### src/rtl/key_debounce_if.sv
// Key debouncer bundle: raw key levels in, debounced state and event pulses out.
// The debouncer sits on the slave side; the producer of raw key levels is the master.
interface key_debounce_if #(
  parameter int NUM_KEYS = 4
);
  logic [NUM_KEYS-1:0] key_i;
  logic [NUM_KEYS-1:0] key_state;
  logic [NUM_KEYS-1:0] key_press;
  logic [NUM_KEYS-1:0] key_release;
  logic [NUM_KEYS-1:0] key_long;
  logic [NUM_KEYS-1:0] key_repeat;

  modport master (
    output key_i,
    input  key_state, key_press, key_release, key_long, key_repeat
  );

  modport slave (
    input  key_i,
    output key_state, key_press, key_release, key_long, key_repeat
  );
endinterface

### src/rtl/key_debounce_multi.sv
// Multi-channel key debouncer with press/release/long-press/auto-repeat events.
// Each channel owns a 3-flop synchronizer, a debounce counter, a hold counter and a small FSM.
module key_debounce_multi #(
  parameter int NUM_KEYS    = 4,
  parameter int CLK_FREQ    = 100_000_000,
  parameter int DEBOUNCE_MS = 20,
  parameter int LONG_MS     = 1000,
  parameter int REPEAT_MS   = 200,
  parameter int ACTIVE_LOW  = 1
) (
  input  logic           clk,
  input  logic           rst,
  key_debounce_if.slave  bus
);

  localparam int CYC_PER_MS = CLK_FREQ / 1000;
  localparam int DEB_RAW    = CYC_PER_MS * DEBOUNCE_MS;
  localparam int DEB_CYC    = (DEB_RAW < 1) ? 1 : DEB_RAW;
  localparam int LONG_CYC   = CYC_PER_MS * LONG_MS;
  // Repeat only exists after a long-press, so no long-press means no repeat either.
  localparam int REP_CYC    = (LONG_CYC == 0) ? 0 : CYC_PER_MS * REPEAT_MS;
  localparam int DEB_W      = (DEB_CYC < 2) ? 1 : $clog2(DEB_CYC);
  localparam int HOLD_MAX   = (LONG_CYC > REP_CYC) ? LONG_CYC : REP_CYC;
  localparam int HOLD_W     = (HOLD_MAX < 2) ? 1 : $clog2(HOLD_MAX);

  localparam bit                LONG_EN   = (LONG_CYC != 0);
  localparam bit                REP_EN    = (REP_CYC != 0);
  localparam logic [DEB_W-1:0]  DEB_LAST  = DEB_W'(DEB_CYC - 1);
  localparam logic [DEB_W-1:0]  DEB_ZERO  = {DEB_W{1'b0}};
  localparam logic [DEB_W-1:0]  DEB_ONE   = DEB_W'(1);
  localparam logic [HOLD_W-1:0] LONG_LAST = HOLD_W'(LONG_CYC - 1);
  localparam logic [HOLD_W-1:0] REP_LAST  = HOLD_W'(REP_CYC - 1);
  localparam logic [HOLD_W-1:0] HOLD_ZERO = {HOLD_W{1'b0}};
  localparam logic [HOLD_W-1:0] HOLD_ONE  = HOLD_W'(1);
  localparam logic              IDLE_LVL  = (ACTIVE_LOW != 0) ? 1'b1 : 1'b0;

  typedef enum logic [1:0] {
    ST_IDLE = 2'd0,
    ST_HELD = 2'd1,
    ST_LONG = 2'd2
  } state_e;

  logic [NUM_KEYS-1:0] state_v;
  logic [NUM_KEYS-1:0] press_v;
  logic [NUM_KEYS-1:0] release_v;
  logic [NUM_KEYS-1:0] long_v;
  logic [NUM_KEYS-1:0] repeat_v;

  for (genvar g = 0; g < NUM_KEYS; g++) begin : g_key
    logic [2:0]        sync_r;
    logic [DEB_W-1:0]  deb_cnt_r;
    logic              level_r;
    logic [HOLD_W-1:0] hold_cnt_r;
    logic [HOLD_W-1:0] hold_cnt_nxt;
    state_e            state_r;
    state_e            state_nxt;
    logic              press_r, release_r, long_r, repeat_r;
    logic              press_nxt, release_nxt, long_nxt, repeat_nxt;
    logic              p_s, differ_s, accept_s, press_acc_s, release_acc_s;
    logic              long_hit_s, rep_hit_s;

    assign p_s           = sync_r[2] ^ IDLE_LVL;
    assign differ_s      = (p_s != level_r);
    assign accept_s      = differ_s && (deb_cnt_r == DEB_LAST);
    assign press_acc_s   = accept_s && !level_r;
    assign release_acc_s = accept_s && level_r;
    assign long_hit_s    = LONG_EN && (state_r == ST_HELD) && (hold_cnt_r == LONG_LAST);
    assign rep_hit_s     = REP_EN && (state_r == ST_LONG) && (hold_cnt_r == REP_LAST);

    // Synchronizer and debounce window; any agreeing sample restarts the window.
    always_ff @(posedge clk) begin
      if (rst) begin
        sync_r    <= {3{IDLE_LVL}};
        deb_cnt_r <= DEB_ZERO;
        level_r   <= 1'b0;
      end else begin
        sync_r <= {sync_r[1:0], bus.key_i[g]};
        if (!differ_s) begin
          deb_cnt_r <= DEB_ZERO;
        end else if (accept_s) begin
          deb_cnt_r <= DEB_ZERO;
          level_r   <= p_s;
        end else begin
          deb_cnt_r <= deb_cnt_r + DEB_ONE;
        end
      end
    end

    // FSM state, hold counter and registered event pulses.
    always_ff @(posedge clk) begin
      if (rst) begin
        state_r    <= ST_IDLE;
        hold_cnt_r <= HOLD_ZERO;
        press_r    <= 1'b0;
        release_r  <= 1'b0;
        long_r     <= 1'b0;
        repeat_r   <= 1'b0;
      end else begin
        state_r    <= state_nxt;
        hold_cnt_r <= hold_cnt_nxt;
        press_r    <= press_nxt;
        release_r  <= release_nxt;
        long_r     <= long_nxt;
        repeat_r   <= repeat_nxt;
      end
    end

    // Next-state and hold-counter logic; release acceptance always wins.
    always_comb begin
      state_nxt    = state_r;
      hold_cnt_nxt = hold_cnt_r;
      case (state_r)
        ST_IDLE: begin
          if (press_acc_s) begin
            state_nxt    = ST_HELD;
            hold_cnt_nxt = HOLD_ZERO;
          end else begin
            hold_cnt_nxt = HOLD_ZERO;
          end
        end
        ST_HELD: begin
          if (release_acc_s) begin
            state_nxt    = ST_IDLE;
            hold_cnt_nxt = HOLD_ZERO;
          end else if (long_hit_s) begin
            state_nxt    = ST_LONG;
            hold_cnt_nxt = HOLD_ZERO;
          end else if (LONG_EN) begin
            hold_cnt_nxt = hold_cnt_r + HOLD_ONE;
          end else begin
            hold_cnt_nxt = hold_cnt_r;
          end
        end
        ST_LONG: begin
          if (release_acc_s) begin
            state_nxt    = ST_IDLE;
            hold_cnt_nxt = HOLD_ZERO;
          end else if (rep_hit_s) begin
            hold_cnt_nxt = HOLD_ZERO;
          end else if (REP_EN) begin
            hold_cnt_nxt = hold_cnt_r + HOLD_ONE;
          end else begin
            hold_cnt_nxt = hold_cnt_r;
          end
        end
        default: begin
          state_nxt    = ST_IDLE;
          hold_cnt_nxt = HOLD_ZERO;
        end
      endcase
    end

    // Event pulses for the next edge; long/repeat are masked by a coincident release.
    always_comb begin
      press_nxt   = press_acc_s;
      release_nxt = release_acc_s;
      if (release_acc_s) begin
        long_nxt   = 1'b0;
        repeat_nxt = 1'b0;
      end else begin
        long_nxt   = long_hit_s;
        repeat_nxt = rep_hit_s;
      end
    end

    assign state_v[g]   = level_r;
    assign press_v[g]   = press_r;
    assign release_v[g] = release_r;
    assign long_v[g]    = long_r;
    assign repeat_v[g]  = repeat_r;
  end

  assign bus.key_state   = state_v;
  assign bus.key_press   = press_v;
  assign bus.key_release = release_v;
  assign bus.key_long    = long_v;
  assign bus.key_repeat  = repeat_v;

endmodule

### src/flat_wrapper.sv
// flat-port wrapper written by rule: the top's interface ports become plain ports
module key_debounce_multi_flat 
#(
  parameter int NUM_KEYS    = 4,
  parameter int CLK_FREQ    = 100_000_000,
  parameter int DEBOUNCE_MS = 20,
  parameter int LONG_MS     = 1000,
  parameter int REPEAT_MS   = 200,
  parameter int ACTIVE_LOW  = 1
)
  (clk, rst, bus_key_i, bus_key_state, bus_key_press, bus_key_release, bus_key_long, bus_key_repeat);
  key_debounce_if #(.NUM_KEYS(NUM_KEYS)) bus_i ();
  input  logic clk;
  input  logic rst;
  input wire logic [$bits(bus_i.key_i)-1:0] bus_key_i;
  output wire logic [$bits(bus_i.key_state)-1:0] bus_key_state;
  output wire logic [$bits(bus_i.key_press)-1:0] bus_key_press;
  output wire logic [$bits(bus_i.key_release)-1:0] bus_key_release;
  output wire logic [$bits(bus_i.key_long)-1:0] bus_key_long;
  output wire logic [$bits(bus_i.key_repeat)-1:0] bus_key_repeat;
  assign bus_i.key_i = bus_key_i;
  assign bus_key_state = bus_i.key_state;
  assign bus_key_press = bus_i.key_press;
  assign bus_key_release = bus_i.key_release;
  assign bus_key_long = bus_i.key_long;
  assign bus_key_repeat = bus_i.key_repeat;
  key_debounce_multi #(.NUM_KEYS(NUM_KEYS), .CLK_FREQ(CLK_FREQ), .DEBOUNCE_MS(DEBOUNCE_MS), .LONG_MS(LONG_MS), .REPEAT_MS(REPEAT_MS), .ACTIVE_LOW(ACTIVE_LOW)) u_core (.clk(clk), .rst(rst), .bus(bus_i));
endmodule
### config.mk
export PLATFORM = sky130hd
export DESIGN_NAME = key_debounce_multi_flat
export DESIGN_NICKNAME = d
export VERILOG_FILES = /design/src/rtl/key_debounce_if.sv /design/src/rtl/key_debounce_multi.sv /design/src/flat_wrapper.sv
export SDC_FILE = /design/constraint.sdc
export NUM_CORES = 1
export LEC_CHECK = 0
export BUFFER_PORTS_ARGS = -buffer_cell sky130_fd_sc_hd__buf_2
export CORE_MARGIN = 4
export CORE_UTILIZATION = 55
export DETAILED_ROUTE_END_ITERATION = 10
export PLACE_DENSITY = 0.77
export SYNTH_ARGS = -nofsm -noshare
export SYNTH_HDL_FRONTEND = slang
export SYNTH_SLANG_ARGS = --single-unit
### constraint.sdc
create_clock -name clk -period 4.8 [get_ports clk]
set_input_delay 0.72 -clock clk [delete_from_list [all_inputs] [get_ports clk]]
set_output_delay 0.72 -clock clk [all_outputs]
set_load 0.01 [all_outputs]
==> flow_results.xml <==
<?xml version="1.0" encoding="UTF-8"?>
<metrics>
  <group name="clock_network">
    <metric name="cts-resized-gates" unit="">0</metric>
    <metric name="worstSkewPairLatency" unit="ns">0.52</metric>
    <metric name="tritoncts" unit="">done</metric>
    <metric name="clockBufferDepth" unit="">3</metric>
    <metric name="cts.htree.levels" unit="">1</metric>
    <metric name="post-cts-setup-buffer-count" unit="">0</metric>
    <metric name="clkSinkCount" unit="">232</metric>
    <metric name="clkSlewWorstSetupHoldPaths" unit="ns">0.06</metric>
    <metric name="cts_root_buffer" unit="">clkbuf_16</metric>
    <metric name="cts_hold_buf" unit="">0</metric>
    <metric name="numCtsBuffers" unit="">25</metric>
  </group>
  <group name="synth">
    <metric name="synthXorXnorAreaFrac" unit="%">15.3</metric>
    <metric name="yosys_register_bits" unit="">232</metric>
    <metric name="postSynth.asyncResetShare" unit="%">0</metric>
    <metric name="syn_inst" unit="">1163</metric>
    <metric name="synth_edf_count" unit="">0</metric>
    <metric name="yosysWarningCount" unit="">0</metric>
    <metric name="syn_area" unit="um^2">10200</metric>
    <metric name="ys_seq_area_share" unit="%">45.5</metric>
    <metric name="synth_area_per_cell" unit="um^2">8.78</metric>
    <metric name="syn_nets" unit="">1189</metric>
    <metric name="synth.mux.area_fraction" unit="%">0</metric>
    <metric name="most_frequently_used_flop_master_after_synthesis" unit="">dfxtp_1</metric>
    <metric name="synthesized_area_fraction_occupied_by_and_or_nand_nor_cells" unit="%">30.1</metric>
    <metric name="largest_family_of_logic_cells_by_synthesized_area" unit="">simple AND/OR/NAND/NOR gates</metric>
    <metric name="ys_types" unit="">54</metric>
    <metric name="synth_fa_ha_area_share" unit="%">2.45</metric>
    <metric name="synth_compound_area_share" unit="%">2.94</metric>
  </group>
  <group name="die">
    <metric name="vertical_extent_of_the_die" unit="um">144</metric>
    <metric name="ioPinCount" unit="">26</metric>
    <metric name="rows" unit="">49</metric>
    <metric name="core-area" unit="um^2">18100</metric>
    <metric name="design.die.area" unit="um^2">20800</metric>
    <metric name="floorplan.initialDensity" unit="%">56.5</metric>
    <metric name="fp.dieW" unit="um">144</metric>
  </group>
  <group name="placed_design">
    <metric name="buffer_ports.inserted" unit="">25</metric>
    <metric name="gp_congestion" unit="">0.803</metric>
    <metric name="hpwlAfterDp" unit="um">12300</metric>
    <metric name="numPlacedInstances" unit="">1372</metric>
  </group>
  <group name="sta">
    <metric name="final_hold_viol_count" unit="">0</metric>
    <metric name="report.final.setup_viol" unit="">0</metric>
    <metric name="post-route-min-period" unit="ns">2.73</metric>
    <metric name="slew-limit-headroom" unit="%">23.9</metric>
    <metric name="timing.final.max_slew_violations" unit="">0</metric>
    <metric name="timing.setup.tns" unit="ns">0</metric>
    <metric name="grt_setup_unrepaired" unit="">no</metric>
    <metric name="worst-slew-pin-transition" unit="ns">1.14</metric>
    <metric name="max_freq" unit="GHz">0.366</metric>
    <metric name="fin_skew" unit="ns">0.0186</metric>
    <metric name="timing.final.crit_share" unit="%">57.0</metric>
  </group>
  <group name="route">
    <metric name="detail_route.first_pass.iterations" unit="">5</metric>
    <metric name="drt_drc_violations_left" unit="">0</metric>
    <metric name="drt-total-wl" unit="um">18200</metric>
    <metric name="detail_route.iter0.violations" unit="">307</metric>
    <metric name="vias" unit="">7608</metric>
    <metric name="drt-vias-per-instance" unit="">5.38</metric>
    <metric name="routed_wire_length_per_instance" unit="um">12.9</metric>
    <metric name="route.antenna.remaining_nets" unit="">0</metric>
  </group>
  <group name="worst_setup_path">
    <metric name="critical_path.startpoint_type" unit="">flip-flop</metric>
    <metric name="worstPathCellList" unit="">or4_1, nor4_1, and4_1, a31oi_1, nand3_1, nor2_1</metric>
    <metric name="critical_path.n_buffers_inverters" unit="">0</metric>
    <metric name="max_stage_delay" unit="ns">0.83</metric>
    <metric name="crit_path_max_delay_family" unit="">simple AND/OR/NAND/NOR gates</metric>
    <metric name="slowest_stage" unit="">nand3_1</metric>
    <metric name="cp.required" unit="ns">5.15</metric>
    <metric name="critical_path_fanouts_max" unit="">27</metric>
    <metric name="arrival_time_of_data_at_the_critical_path_endpoint" unit="ns">3.08</metric>
    <metric name="timing.critical_path.to_type" unit="">flip-flop</metric>
    <metric name="setup.worst_path.class" unit="">reg2reg</metric>
  </group>
  <group name="run">
    <metric name="timing.max_cap.violations" unit="">0</metric>
  </group>
  <group name="layout">
    <metric name="final_layout_size_suffix_gt1_share" unit="%">7.25</metric>
    <metric name="fill_cells" unit="">1543</metric>
    <metric name="antennaDiodeCount" unit="">0</metric>
    <metric name="fin_cells" unit="">1415</metric>
    <metric name="syn2layout_area_growth" unit="%">9.24</metric>
    <metric name="fin_nets" unit="">1196</metric>
    <metric name="final_core_util" unit="%">61.7</metric>
  </group>
  <group name="power_and_ir_drop">
    <metric name="total_power" unit="mW">3.83</metric>
    <metric name="leakage" unit="nW">3.66</metric>
    <metric name="worst_ir_drop_on_vdd" unit="uV">274</metric>
    <metric name="p_per_area" unit="nW/um^2">344</metric>
  </group>
  <group name="grt">
    <metric name="initial_antenna_violation_count" unit="">0</metric>
    <metric name="grt_start_max_net_pins" unit="">38</metric>
    <metric name="grt_pass1_wl" unit="um">31500</metric>
    <metric name="grt_usage" unit="%">17.6</metric>
    <metric name="first_global_vias" unit="">7087</metric>
    <metric name="gr-total-overflow" unit="">0</metric>
  </group>
  <group name="min_path">
    <metric name="hold_path.class" unit="">in2reg</metric>
  </group>
  <group name="outcome">
    <metric name="status" unit="">finished, final reports clean</metric>
  </group>
</metrics>
-- where the power goes --
part / internal [mW] / switching, mW / total [mW]
clock network: 1.10 / 0.728 / 1.83
logic: 0.0247 / 0.0390 / 0.0638
registers: 1.93 / 0.00552 / 1.94
-- layer usage --
| metal | vias up | global-route usage [%] | share of wire [%] |
|---|---|---|---|
| li1 | 3937 | - | - |
| met3 | 25 | 3.44 | 3.7 |
| met2 | 82 | 29.3 | 46 |
| met5 | - | 0 | 0 |
| met4 | 0 | 4.37 | 2.2 |
| met1 | 3564 | 23.7 | 48 |
-- metrics by stage --
| stage | setup WS [ns] | area [um^2] | hold WS [ns] |
|---|---|---|---|
| floorplan | 2.42 | 10200 | 0.389 |
| detailed placement | 2.09 | 10400 | 0.398 |
| CTS | 2.09 | 11200 | 0.370 |
| global route | 1.82 | 11200 | 0.378 |
| global placement | 2.15 | 10400 | 0.393 |
| finish | 2.07 | 11200 | 0.383 |
-- cells by family after synthesis --
family,count (synthesis)
XOR/XNOR,178
AO/OA/AOI/OAI,44
adder cells (fa/ha/maj),20
buffers and inverters,75
AND/OR/NAND/NOR,614
flip-flops,232
-- final timing paths --
path	start	endpoint	slack, ns	cells past startpoint
setup / recovery	u_core.g_key[3].deb_cnt_r[8]$_SDFF_PP0_	u_core.g_key[3].hold_cnt_r[23]$_SDFF_PP0_	2.07	6
hold / removal	bus_key_i[1]	u_core.g_key[1].sync_r[0]$_SDFF_PP1_	0.38	2
setup reg to reg	u_core.g_key[3].deb_cnt_r[8]$_SDFF_PP0_	u_core.g_key[3].hold_cnt_r[23]$_SDFF_PP0_	2.07	6
hold reg to reg	u_core.g_key[0].sync_r[0]$_SDFF_PP1_	u_core.g_key[0].sync_r[1]$_SDFF_PP1_	0.41	1
-- state kept, by name, indices dropped and copies added (netlist names) --
signal,flops
u_core.g_key.release_r,4
u_core.g_key.repeat_r,4
u_core.g_key.press_r,4
u_core.g_key.sync_r,12
u_core.g_key.deb_cnt_r,84
u_core.g_key.hold_cnt_r,108
u_core.g_key.state_r,8
u_core.g_key.level_r,4
u_core.g_key.long_r,4
-- placed cells by master (no fill, tap or decap), drive strengths merged, types with 2 or more instances in the layout --
cell type | Yosys | final
nor3 | 28 | 28
xor2 | 108 | 108
buf | 22 | 26
and4 | 17 | 17
ha | 20 | 20
and2 | 9 | 9
nor2 | 240 | 240
a2bb2oi | 2 | 2
nand2b | 7 | 7
or4 | 4 | 4
o2111ai | 2 | 2
nor2b | 5 | 5
a211oi | 2 | 2
xnor2 | 70 | 70
nand3 | 89 | 89
nand4b | 4 | 4
and3b | 2 | 2
or3 | 8 | 8
or2 | 15 | 15
clkbuf | 24 | 38
inv | 29 | 30
or4b | 5 | 5
o21ai | 7 | 7
nand2 | 72 | 72
dfxtp | 232 | 232
a31oi | 5 | 5
nand4 | 40 | 40
nor4bb | 6 | 6
nor4b | 10 | 10
nor4 | 15 | 15
a21oi | 10 | 10
and3 | 34 | 34
a21o | 4 | 4
clkinv | 0 | 3
-- layout make-up --
type                       instances  area (um^2)  share of cell area [%]
tap                              229          287                    2.57
inverter                          29          109                   0.976
clock inverter                     5         53.8                   0.482
timing repair buffer              26          133                    1.19
clock buffer                      38          734                    6.58
multi-input combinational        856         5190                    46.6
sequential                       232         4640                    41.6
-- cells in the mapped netlist, types with 6 or more instances --
library cell  instances  area (um^2)
nand4_1              40          250
xor2_1              108          946
dfxtp_1             232         4640
a21oi_1              10         50.1
nand3_1              88          440
nor4_1               15         93.8
ha_1                 20          250
clkbuf_1             24         90.1
nor4b_1              10         87.6
buf_4                20          150
and2_1                8         50.1
and4_1               17          149
nor2_1              240          901
and3_1               34          213
or3_1                 8         50.1
o21ai_0               7         35.0
inv_1                29          109
nand2_1              72          270
nor4bb_1              6         60.1
nand2b_1              7         43.8
xnor2_1              70          613
or2_2                15         93.8
nor3_1               28          140
Note: power is estimated with default switching activity, not from simulation.
